[config.mk]
export PLATFORM = sky130hd
export DESIGN_NAME = uart_tx_arb_flat
export DESIGN_NICKNAME = d
export VERILOG_FILES = /design/src/rtl/uart_tx_arb_if.sv /design/src/rtl/uart_tx_arb.sv /design/src/flat_wrapper.sv
export SDC_FILE = /design/constraint.sdc
export NUM_CORES = 1
export LEC_CHECK = 0
export ABC_AREA = 1
export CAP_MARGIN = 20
export CORE_MARGIN = 2
export CORE_UTILIZATION = 22
export DETAILED_ROUTE_END_ITERATION = 6
export PLACE_DENSITY = 0.73
export SETUP_SLACK_MARGIN = 0.1
export SLEW_MARGIN = 0
export SYNTH_ARGS = -nofsm -noshare
export SYNTH_HDL_FRONTEND = slang
export SYNTH_SLANG_ARGS = --single-unit
[constraint.sdc]
create_clock -name ACLK -period 0.98 [get_ports ACLK]
set_input_delay 0.196 -clock ACLK [delete_from_list [all_inputs] [get_ports ACLK]]
set_output_delay 0.196 -clock ACLK [all_outputs]
set_load 0.05 [all_outputs]
[src/rtl/uart_tx_arb_if.sv]
// Requester-side and UART-TX-side write signals of the shared transmit port.
// slave: arbiter view; master: requester/FIFO (environment) view.
interface uart_tx_arb_if #(
    parameter int unsigned NUM_REQ = 2
);
    logic [NUM_REQ-1:0]   req_valid;
    logic [8*NUM_REQ-1:0] req_data;
    logic [NUM_REQ-1:0]   req_last;
    logic [NUM_REQ-1:0]   req_ready;
    logic                 tx_data_reg_wr;
    logic [7:0]           tx_data;
    logic                 tx_ready;

    modport slave (
        input  req_valid, req_data, req_last, tx_ready,
        output req_ready, tx_data_reg_wr, tx_data
    );

    modport master (
        output req_valid, req_data, req_last, tx_ready,
        input  req_ready, tx_data_reg_wr, tx_data
    );
endinterface

[src/rtl/uart_tx_arb.sv]
// Round-robin, packet-locking arbiter for the UART TX byte write port.
// Optional lock-stall timeout: define UART_TX_ARB_TIMEOUT_EN.
module uart_tx_arb #(
    parameter int unsigned NUM_REQ        = 2,
    parameter int unsigned ID_WIDTH       = 2,
    parameter int unsigned TIMEOUT_CYCLES = 1024
) (
    input  logic                ACLK,
    input  logic                ARESETn,
    uart_tx_arb_if.slave        bus,
    output logic [ID_WIDTH-1:0] grant_id,
    output logic                busy,
    output logic                timeout_flag
);

    if (NUM_REQ < 2 || NUM_REQ > 4 || NUM_REQ > (2 ** ID_WIDTH) || TIMEOUT_CYCLES < 2) begin : g_bad_params
        $error("uart_tx_arb: illegal parameter combination");
    end

    typedef enum logic {
        IDLE,
        LOCKED
    } state_t;

    state_t              state, state_nxt;
    logic [ID_WIDTH-1:0] last_grant, last_grant_nxt, grant_nxt;
    logic                own_valid, own_last, accept;
    logic [7:0]          own_data;
    logic                arb_found;
    logic [ID_WIDTH-1:0] arb_winner;

    always_comb begin
        own_valid = 1'b0;
        own_last  = 1'b0;
        own_data  = '0;
        for (int unsigned i = 0; i < NUM_REQ; i++) begin
            if (grant_id == ID_WIDTH'(i)) begin
                own_valid = bus.req_valid[i];
                own_last  = bus.req_last[i];
                own_data  = bus.req_data[8*i +: 8];
            end
        end
    end

    // First valid requester scanning upward from last_grant+1, wrapping.
    always_comb begin
        arb_found  = 1'b0;
        arb_winner = '0;
        for (int unsigned ofs = 1; ofs <= NUM_REQ; ofs++) begin
            for (int unsigned j = 0; j < NUM_REQ; j++) begin
                if (!arb_found && bus.req_valid[j] &&
                    ((32'(last_grant) + ofs) % NUM_REQ) == j) begin
                    arb_found  = 1'b1;
                    arb_winner = ID_WIDTH'(j);
                end
            end
        end
    end

    // Gated by ARESETn so no byte is reported accepted while reset is applied.
    assign accept = ARESETn && (state == LOCKED) && own_valid && bus.tx_ready;

    always_comb begin
        bus.req_ready = '0;
        for (int unsigned i = 0; i < NUM_REQ; i++) begin
            bus.req_ready[i] = accept && (grant_id == ID_WIDTH'(i));
        end
        bus.tx_data_reg_wr = accept;
        bus.tx_data        = accept ? own_data : 8'h00;
    end

    assign busy = (state == LOCKED);

`ifdef UART_TX_ARB_TIMEOUT_EN
    localparam int unsigned CNT_W = $clog2(TIMEOUT_CYCLES);

    logic [CNT_W-1:0] stall_cnt, stall_cnt_nxt;
    logic             flag_nxt;
`endif

    always_comb begin
        state_nxt      = state;
        grant_nxt      = grant_id;
        last_grant_nxt = last_grant;
`ifdef UART_TX_ARB_TIMEOUT_EN
        stall_cnt_nxt  = '0;
        flag_nxt       = 1'b0;
`endif
        case (state)
            IDLE: begin
                if (arb_found) begin
                    state_nxt      = LOCKED;
                    grant_nxt      = arb_winner;
                    last_grant_nxt = arb_winner;
                end
            end
            LOCKED: begin
                if (accept && own_last) begin
                    state_nxt = IDLE;
                end
`ifdef UART_TX_ARB_TIMEOUT_EN
                // Only an absent owner counts; a FIFO-full stall does not.
                if (!own_valid) begin
                    if (stall_cnt == CNT_W'(TIMEOUT_CYCLES - 1)) begin
                        state_nxt = IDLE;
                        flag_nxt  = 1'b1;
                    end else begin
                        stall_cnt_nxt = stall_cnt + CNT_W'(1);
                    end
                end
`endif
            end
            default: state_nxt = IDLE;
        endcase
    end

    always_ff @(posedge ACLK) begin
        if (!ARESETn) begin
            state      <= IDLE;
            grant_id   <= '0;
            last_grant <= ID_WIDTH'(NUM_REQ - 1);
        end else begin
            state      <= state_nxt;
            grant_id   <= grant_nxt;
            last_grant <= last_grant_nxt;
        end
    end

`ifdef UART_TX_ARB_TIMEOUT_EN
    always_ff @(posedge ACLK) begin
        if (!ARESETn) begin
            stall_cnt    <= '0;
            timeout_flag <= 1'b0;
        end else begin
            stall_cnt    <= stall_cnt_nxt;
            timeout_flag <= flag_nxt;
        end
    end
`else
    assign timeout_flag = 1'b0;
`endif

endmodule

[src/flat_wrapper.sv]
// flat-port wrapper written by rule: the top's interface ports become plain ports
module uart_tx_arb_flat 
#(
    parameter int unsigned NUM_REQ        = 2,
    parameter int unsigned ID_WIDTH       = 2,
    parameter int unsigned TIMEOUT_CYCLES = 1024
)
  (ACLK, ARESETn, grant_id, busy, timeout_flag, bus_req_valid, bus_req_data, bus_req_last, bus_tx_ready, bus_req_ready, bus_tx_data_reg_wr, bus_tx_data);
  uart_tx_arb_if #(.NUM_REQ(NUM_REQ)) bus_i ();
  input  logic ACLK;
  input  logic ARESETn;
  output logic [ID_WIDTH-1:0] grant_id;
  output logic busy;
  output logic timeout_flag;
  input wire logic [$bits(bus_i.req_valid)-1:0] bus_req_valid;
  input wire logic [$bits(bus_i.req_data)-1:0] bus_req_data;
  input wire logic [$bits(bus_i.req_last)-1:0] bus_req_last;
  input wire logic [$bits(bus_i.tx_ready)-1:0] bus_tx_ready;
  output wire logic [$bits(bus_i.req_ready)-1:0] bus_req_ready;
  output wire logic [$bits(bus_i.tx_data_reg_wr)-1:0] bus_tx_data_reg_wr;
  output wire logic [$bits(bus_i.tx_data)-1:0] bus_tx_data;
  assign bus_i.req_valid = bus_req_valid;
  assign bus_i.req_data = bus_req_data;
  assign bus_i.req_last = bus_req_last;
  assign bus_i.tx_ready = bus_tx_ready;
  assign bus_req_ready = bus_i.req_ready;
  assign bus_tx_data_reg_wr = bus_i.tx_data_reg_wr;
  assign bus_tx_data = bus_i.tx_data;
  uart_tx_arb #(.NUM_REQ(NUM_REQ), .ID_WIDTH(ID_WIDTH), .TIMEOUT_CYCLES(TIMEOUT_CYCLES)) u_core (.ACLK(ACLK), .ARESETn(ARESETn), .bus(bus_i), .grant_id(grant_id), .busy(busy), .timeout_flag(timeout_flag));
endmodule
Yosys cells after proc, flatten, opt, wreduce, memory -nomap -nowiden
Index checks and enable logic that the tools add are counted.
{"block": "totals", "in_bits": 23, "output_inout_bits": 15, "register_bits": 3}
{"block": "op_classes", "reduce_logical": 20, "n_bitwise": 1, "n_mux": 17, "n_eq_ne": 1, "add_sub_neg": 2}
{"cell": "$logic_not A32 Y1", "n": 2}
{"cell": "$mux W8", "n": 3}
{"cell": "$logic_and A1 B1 Y1", "n": 13}
{"cell": "$mux W1", "n": 13}
{"cell": "$logic_not A1 Y1", "n": 3}
{"cell": "$add A1 B1 Y1 const B", "n": 2}
{"cell": "$logic_not A2 Y1", "n": 1}
{"cell": "$pmux W1 S2", "n": 1}
{"cell": "$reduce_and A2 Y1", "n": 1}
{"cell": "$eq A1 B1 Y1 const B", "n": 1}
{"cell": "$not A1 Y1", "n": 1}

Depth between registers and ports, before layout
Gate-level depths: netlist of run 1.
{"block": "depth", "depth_word": 18, "mapped_depth": 6, "mapped_depth_nobuf": 6}

Worst setup path after synthesis of run 1
No wires, ideal clock.
{"block": "synth_timing", "kind": "flip-flop to output port", "from": "register u_core.state (netlist: u_core.busy)", "to": "output port bus_tx_data[0]", "arrival_time_ps": 1591, "slack_ps": -807, "path_stages_with_launch": 7, "path_buffers": 0, "cell_sequence": "dfxtp_1 nand2_2 nor2_4 nand3_2 inv_4 nand2_1 nand2_1"}
{"block": "synth_between", "elab_chain_len": 4}
{"item": "from (decl)", "line": "uart_tx_arb.sv:25", "source": "state_t state, state_nxt;"}
{"item": "from (signal assigned)", "line": "uart_tx_arb.sv:123", "source": "state <= state_nxt;"}
{"item": "$logic_and A1 B1 Y1 (3 in series)", "line": "uart_tx_arb.sv:61", "source": "assign accept = ARESETn && (state == LOCKED) && own_valid && bus.tx_ready;"}
{"item": "$mux W8", "line": "uart_tx_arb.sv:69", "source": "bus.tx_data = accept ? own_data : 8'h00;"}
{"item": "to (decl)", "line": "flat_wrapper.sv:21", "source": "output wire logic [$bits(bus_i.tx_data)-1:0] bus_tx_data;"}
No other way between the ends.

Final worst setup path of run 1
{"block": "layout_timing", "from": "register u_core.state (netlist: u_core.busy)", "to": "output port bus_tx_data[6]"}
Same word-level chain as after synthesis.

==> results.sh, run 1 <==
export IMPL_crit_path_cell_trace="nand2_4 -> nor2_4 -> nand3_4 -> inv_4 -> nand2_2 -> nand2_4 -> buf_12"
export IMPL_post_route_period_util_pct=156
export IMPL_final_skew_ps=0.863
export IMPL_final_layout_size_suffix_gt1_share_pct=69.8
export IMPL_initial_utilization_pct=23.4
export IMPL_core_area_um2=1300
export IMPL_finalCriticalPeriod_ps=1520
export IMPL_antenna_cells_inserted=0
export IMPL_route_vias_total=576
export IMPL_finalHoldWorstSlack_ps=340
export IMPL_unrepaired_setup_endpoints_after_global_routing="yes"
export IMPL_power_density_nw_per_um2=664
export IMPL_sequential_area_share_after_synthesis_pct=19.8
export IMPL_cp_start_kind="flip-flop"
export IMPL_grt_pass1_wl_um=2420
export IMPL_detail_route_first_pass_iterations=4
export IMPL_clkTransAtPathRegs_ps=40
export IMPL_area_used_by_multi_input_combinational_logic_um2=448
export IMPL_die_height_um=41.2
export IMPL_max_cap_violations=0
export IMPL_root_buffer="sky130_fd_sc_hd__clkbuf_4"
export IMPL_vdd_ir_drop_max_uv=1080
export IMPL_areaGrowthSynthToFinish_pct=290
export IMPL_final_critical_path_setup_slack_ps=-544
export IMPL_gpl_final_weighted_congestion=0.684
export IMPL_dpl_cell_count=113
export IMPL_row_count=13
export IMPL_timing_worst_setup_path_type="flip-flop to output pin"
export IMPL_place_port_buffers=35
export IMPL_violations="negative setup slack"
export IMPL_syn_mean_instance_area_um2=5.43
export IMPL_hold_buffers=0
export IMPL_wire_per_inst_um=17.9
export IMPL_ys_warnings_count=0
export IMPL_status="complete, but fails checks"
export IMPL_post_synth_num_cell_types=14
export IMPL_delay_of_the_slowest_cell_on_the_worst_path_ps=350
export IMPL_drt_iter0_drc=8
export IMPL_cts_tree="yes"
export IMPL_timing_critical_path_slowest_stage_cell="sky130_fd_sc_hd__dfxtp_4"
export IMPL_antenna_violating_nets_post_route=0
export IMPL_layout_filler_cells=53
export IMPL_critPathCaptureType="output pin"
export IMPL_worst_endpoint_required_ps=780
export IMPL_cp_data_arrival_time_ps=1330
export IMPL_clock_sinks=3
export IMPL_design_final_nets=130
export IMPL_cts_made_buffers=3
export IMPL_report_final_hold_viol_count=0
export IMPL_grt_overflow_total=0
export IMPL_track_usage_pct=22.6
export IMPL_floorplan_die_width_um=41.2
export IMPL_grt_max_degree=6
export IMPL_grt_antenna_before_repair=0
export IMPL_dp_hpwl_um=1180
export IMPL_clk_path_buf_depth=2
export IMPL_die_area_um2=1700
export IMPL_report_final_setup_viol=14
export IMPL_critical_path_peak_fanout=4
export IMPL_io_pins=38
export IMPL_sequential_cell_area_um2=67.6
export IMPL_worstHoldPathType="input port to flip-flop"
export IMPL_cts_max_level=1
export IMPL_report_final_slew_viol_count=0
export IMPL_remaining_drc_errors=0
export IMPL_fraction_of_the_core_area_covered_by_cells_at_the_end_of_the_flow_pct=91.1
export IMPL_total_leakage_power_nw=0.591
export IMPL_instances_no_fill=121
export IMPL_post_place_ws_ps=-665
export IMPL_ys_ff_latch=3
export IMPL_synth_area_um2=304
export IMPL_first_global_vias=536
export IMPL_syn_inst=56
export IMPL_route_final_wire_length_um=2170
export IMPL_routed_via_density=4.76
export IMPL_max_freq_ghz=0.656
export IMPL_clk_latency_worst_skew_pair_ps=220
export IMPL_worst_path_most_repeated_cell="sky130_fd_sc_hd__nand2_4"
-- registers in the layout, summed over array words and instances, names as in the netlist --
register / count
u_core.busy: 1
u_core.grant_id: 1
u_core.last_grant: 1
-- power by group --
group	internal [W]	switching (W)	leakage, nW
combinational	0.000208	0.000220	0.550
sequential	0.000134	0.0000150	0.0262
clock	0.000152	0.0000566	0.0150
total	0.000495	0.000292	0.591
-- layout make-up --
cell class,count,share of cell area (%)
Clock buffer,4,2.22
Inverter,5,3.70
Multi-Input combinational cell,47,37.8
Sequential cell,3,5.70
Tap cell,15,1.58
Timing Repair Buffer,45,47.7
Timing Repair inverter,2,1.27
-- synthesized netlist by cell type --
master / n / area (µm²)
sky130_fd_sc_hd__conb_1: 1 / 3.75
sky130_fd_sc_hd__inv_1: 1 / 3.75
sky130_fd_sc_hd__nand2_2: 1 / 6.26
sky130_fd_sc_hd__o21ai_1: 1 / 5.00
sky130_fd_sc_hd__nand3_2: 2 / 20.0
sky130_fd_sc_hd__inv_4: 1 / 6.26
sky130_fd_sc_hd__buf_4: 2 / 15.0
sky130_fd_sc_hd__a21oi_1: 2 / 10.0
sky130_fd_sc_hd__nand3_1: 3 / 15.0
sky130_fd_sc_hd__dfxtp_1: 3 / 60.1
sky130_fd_sc_hd__inv_2: 2 / 7.51
sky130_fd_sc_hd__clkinv_4: 1 / 8.76
sky130_fd_sc_hd__nand2_1: 35 / 131
sky130_fd_sc_hd__nor2_4: 1 / 11.3
-- worst paths after layout --
kind                                           start                   end  slack [ps]  cells after the start
worst max-delay path                     u_core.busy        bus_tx_data[6]        -540                      7
worst min-delay path                         ARESETn  u_core.last_grant[0]         340                      2
worst max register to register    u_core.grant_id[0]           u_core.busy         -40                      7
worst min register to register  u_core.last_grant[0]  u_core.last_grant[0]         490                      2
-- critical path, delay by kind of cell, from the launching register on --
family	cells	cell delay [ps]
buffers and inverters	2	260
and+or+nand+nor	5	500
DFF	1	350
-- layer usage --
metal / global-route usage [%] / part of all wire [%] / wire, µm / vias up
met3: 4.35 / 4.0 / 87 / 6
met4: 13.7 / 3.2 / 70 / 0
li1: - / - / - / 270
met2: 39.8 / 58 / 1250 / 25
met5: 0 / 0 / 0 / -
met1: 24.5 / 35 / 758 / 275
-- placed cells by master (no fill, tap or decap) --
| cell type | instances |
|---|---|
| sky130_fd_sc_hd__nand3_4 | 3 |
| sky130_fd_sc_hd__nand2_2 | 8 |
| sky130_fd_sc_hd__clkinv_4 | 1 |
| sky130_fd_sc_hd__nand2_1 | 5 |
| sky130_fd_sc_hd__a21oi_2 | 2 |
| sky130_fd_sc_hd__dlygate4sd2_1 | 4 |
| sky130_fd_sc_hd__buf_12 | 13 |
| sky130_fd_sc_hd__inv_4 | 2 |
| sky130_fd_sc_hd__inv_2 | 1 |
| sky130_fd_sc_hd__nand3_1 | 1 |
| sky130_fd_sc_hd__buf_6 | 4 |
| sky130_fd_sc_hd__o21ai_4 | 1 |
| sky130_fd_sc_hd__nor2_4 | 1 |
| sky130_fd_sc_hd__conb_1 | 2 |
| sky130_fd_sc_hd__clkdlybuf4s50_1 | 18 |
| sky130_fd_sc_hd__inv_6 | 2 |
| sky130_fd_sc_hd__clkbuf_1 | 1 |
| sky130_fd_sc_hd__dfxtp_4 | 2 |
| sky130_fd_sc_hd__nand2_4 | 23 |
| sky130_fd_sc_hd__clkbuf_4 | 3 |
| sky130_fd_sc_hd__clkinv_8 | 1 |
| sky130_fd_sc_hd__buf_4 | 6 |
| sky130_fd_sc_hd__dfxtp_1 | 1 |
| sky130_fd_sc_hd__nand3_2 | 1 |
-- per-stage QoR --
| step | area, µm² | total power [W] | TNS (ps) |
|---|---|---|---|
| after floorplan | 378 | 0.000275 | -3430 |
| after global placement | 922 | 0.000465 | -6990 |
| after detailed placement | 922 | 0.000470 | -7620 |
| after CTS | 1100 | 0.000734 | -6000 |
| after global routing | 1180 | 0.000829 | -6710 |
| final | 1180 | 0.000786 | -5960 |
-- cell families (layout without fill, tap and decap cells) --
logic type | count (synthesis) | after routing | synth area share (%)
other | 1 | 2 | 1.23
AO/OA/AOI/OAI | 3 | 3 | 4.94
flip-flops | 3 | 3 | 19.8
AND/OR/NAND/NOR | 42 | 42 | 60.5
buffers and inverters | 7 | 56 | 13.6
-- timing repair --
item | 4_1_cts | 5_1_grt
resized for setup | 40 | 22
hold endpoints to repair | 0 | 0
cloned | 2 | 0
pin swaps | 13 | 8
setup buffers | 1 | 2
endpoints found under the setup margin | 16 | 16
No activity file was read; power rests on OpenSTA's default activity.
==> run 2: changes to the inputs <==
Settings changed: SLEW_MARGIN 0 to 5.
==> results of run 2 <==
No change in the layout: final DEF, timing and power equal those of run 1.
==> run 3: changes to the inputs <==
Settings changed: CTS_BUF_LIST set to sky130_fd_sc_hd__clkbuf_8 sky130_fd_sc_hd__clkbuf_16.
==> run 3 against run 2 <==
  * The run still ends with negative setup slack left
  * Clock skew shrank 0.71 ps
  * Design area shrank 1.5%
  * Combinational power shrank 5.4%
  * Die area is the same
  * Sequential power is essentially flat
  * Clock-buffer cell count shrank 1
  * Critical endpoint unchanged
  * Highest routed layer unchanged
==> results.sh, run 3 (synthesis gave the netlist of run 1 again) <==
export IMPL_rr_startpoint="u_core.busy"
export IMPL_final_layout_size_suffix_gt1_share_pct=62.6
export IMPL_layout_cells_most_common="sky130_fd_sc_hd__nand2_4"
export IMPL_cts_tree="yes"
export IMPL_first_global_vias=540
export IMPL_clkPwrFrac_pct=38.2
export IMPL_report_final_hold_viol_count=0
export IMPL_grt_pass1_wl_um=2500
export IMPL_cts_max_level=1
export IMPL_timing_reg2reg_setup_slack_ps=-100
export IMPL_timing_worst_setup_path_type="flip-flop to output pin"
export IMPL_die_height_um=41.2
export IMPL_crit_path_cell_trace="nand2_4 -> nor2_4 -> nand3_4 -> inv_4 -> nand2_1 -> nand2_4 -> buf_12"
export IMPL_max_cap_violations=0
export IMPL_die_area_um2=1700
export IMPL_non_filler_cell_area_final_um2=1170
export IMPL_route_vias_total=544
export IMPL_worst_endpoint_required_ps=780
export IMPL_dpl_cell_count=113
export IMPL_remaining_drc_errors=0
export IMPL_finalCriticalPeriod_ps=1510
export IMPL_crit_start="u_core.busy"
export IMPL_clk_latency_worst_skew_pair_ps=210
export IMPL_cts_made_buffers=3
export IMPL_cp_data_arrival_time_ps=1320
export IMPL_track_usage_pct=22.9
export IMPL_dp_hpwl_um=1180
export IMPL_report_final_setup_viol=14
export IMPL_grt_max_degree=6
export IMPL_power_combinational_fraction_pct=45.4
export IMPL_violations="negative setup slack"
export IMPL_initial_utilization_pct=23.4
export IMPL_io_pins=38
export IMPL_gpl_final_weighted_congestion=0.684
export IMPL_row_count=13
export IMPL_hold_buffers=0
export IMPL_power_density_nw_per_um2=766
export IMPL_antenna_cells_inserted=0
export IMPL_report_final_slew_viol_count=0
export IMPL_mostFrequentLayoutCells="sky130_fd_sc_hd__nand2_4 (20), sky130_fd_sc_hd__clkdlybuf4s50_1 (18), sky130_fd_sc_hd__buf_12 (13)"
export IMPL_post_route_period_util_pct=154
export IMPL_status="complete, but fails checks"
export IMPL_vdd_ir_drop_max_uv=1370
export IMPL_detail_route_first_pass_iterations=4
export IMPL_placed_area_um2=922
export IMPL_cell_internal_pwr_w=0.000602
export IMPL_max_freq_ghz=0.661
export IMPL_cp_start_kind="flip-flop"
export IMPL_timing_critical_path_slowest_stage_cell="sky130_fd_sc_hd__dfxtp_4"
export IMPL_floorplan_die_width_um=41.2
export IMPL_power_switching_share_pct=32.6
export IMPL_wire_per_inst_um=16.7
export IMPL_drt_iter0_drc=6
export IMPL_worstHoldPathType="input port to flip-flop"
export IMPL_timing_reg2reg_worst_path_depth=7
export IMPL_critical_path_peak_fanout=4
export IMPL_critPathCaptureType="output pin"
export IMPL_worst_path_most_repeated_cell="sky130_fd_sc_hd__nand2_4"
export IMPL_antenna_violating_nets_post_route=0
export IMPL_design_final_nets=131
export IMPL_final_critical_path_setup_slack_ps=-534
export IMPL_unrepaired_setup_endpoints_after_global_routing="yes"
export IMPL_routed_via_density=4.46
export IMPL_route_final_wire_length_um=2040
export IMPL_clk_path_buf_depth=2
export IMPL_areaGrowthSynthToFinish_pct=284
export IMPL_total_switching_power_w=0.000292
export IMPL_clock_sinks=3
export IMPL_grt_overflow_total=0
export IMPL_instances_no_fill=122
export IMPL_endpoint="bus_tx_data[6]"
export IMPL_place_port_buffers=35
export IMPL_finalHoldWorstSlack_ps=362
export IMPL_core_area_um2=1300
export IMPL_post_layout_total_power_w=0.000894
export IMPL_final_skew_ps=0.155
export IMPL_root_buffer="sky130_fd_sc_hd__clkbuf_8"
export IMPL_grt_antenna_before_repair=0
export IMPL_delay_of_the_slowest_cell_on_the_worst_path_ps=350
export IMPL_critical_path_reg2reg_endpoint="u_core.busy"
export IMPL_post_place_ws_ps=-665
export IMPL_pwr_share_seq_pct=16.5
export IMPL_clkTransAtPathRegs_ps=30
export IMPL_total_leakage_power_nw=0.586
run 3: cell count changes in the layout (fill, tap and decap cells not counted), moves of 2 or more:
cell                       previous run  this run
sky130_fd_sc_hd__nand2_4             23        20
sky130_fd_sc_hd__nand2_2              8         5
sky130_fd_sc_hd__nand2_1              5        11
sky130_fd_sc_hd__clkbuf_4             3         0
sky130_fd_sc_hd__clkbuf_8             0         3
sky130_fd_sc_hd__buf_4                6         8
run 3: worst min path at each step:
stage,from,to,slack (ps),cells after the start
2_1_floorplan,ARESETn,u_core.last_grant[0],280,1
4_1_cts,ARESETn,u_core.last_grant[0],340,2
6_report,ARESETn,u_core.last_grant[0],360,2
3_5_place_dp,u_core.last_grant[0],u_core.last_grant[0],460,2
3_3_place_gp,u_core.last_grant[0],u_core.last_grant[0],440,2
5_1_grt,ARESETn,u_core.last_grant[0],370,2
run 3: layout make-up:
type                       count  area, µm²
timing repair inverter         2       15.0
clock inverter                 1       3.75
inverter                       5       41.3
sequential                     3       67.6
clock buffer                   3       41.3
timing repair buffer          46        571
multi-input combinational     47        409
fill                          57        134
tap                           15       18.8
run 3: what timing repair did:
action | 4_1_cts | 5_1_grt
setup buffers | 1 | 2
gates cloned | 2 | 0
setup endpoints to repair | 16 | 16
pin swaps | 12 | 6
gates resized for setup | 43 | 6
run 3: routing by layer:
metal  GRT usage, %  routed length [µm]  vias to the layer above
met5              0                   0                        -
met4           4.84                   8                        0
met3           2.17                  56                        2
met2           44.1                1200                       15
met1           26.7                 776                      255
li1               -                   -                      272
run 3: stage by stage:
step | setup TNS (ps) | util (%)
floorplan | -3430 | -
global placement | -6990 | 70.9
detailed placement | -7620 | 70.9
CTS | -5610 | 86.7
global route | -6280 | 89.7
finish | -5760 | 89.7
run 3: power by group through the flow:
| stage | Combinational [W] | Clock [W] | Sequential [W] |
|---|---|---|---|
| after floorplan | 0.000105 | 0 | 0.000170 |
| after global placement | 0.000322 | 0 | 0.000144 |
| after detailed placement | 0.000325 | 0 | 0.000145 |
| after CTS | 0.000370 | 0.000347 | 0.000147 |
| after global routing | 0.000421 | 0.000356 | 0.000148 |
| final | 0.000406 | 0.000341 | 0.000147 |
run 3: worst max-delay path, delay by kind of cell, from the launching register on:
family	cells	cell delay, ps
and+or+nand+nor	5	520
DFF	1	350
buffers and inverters	2	250
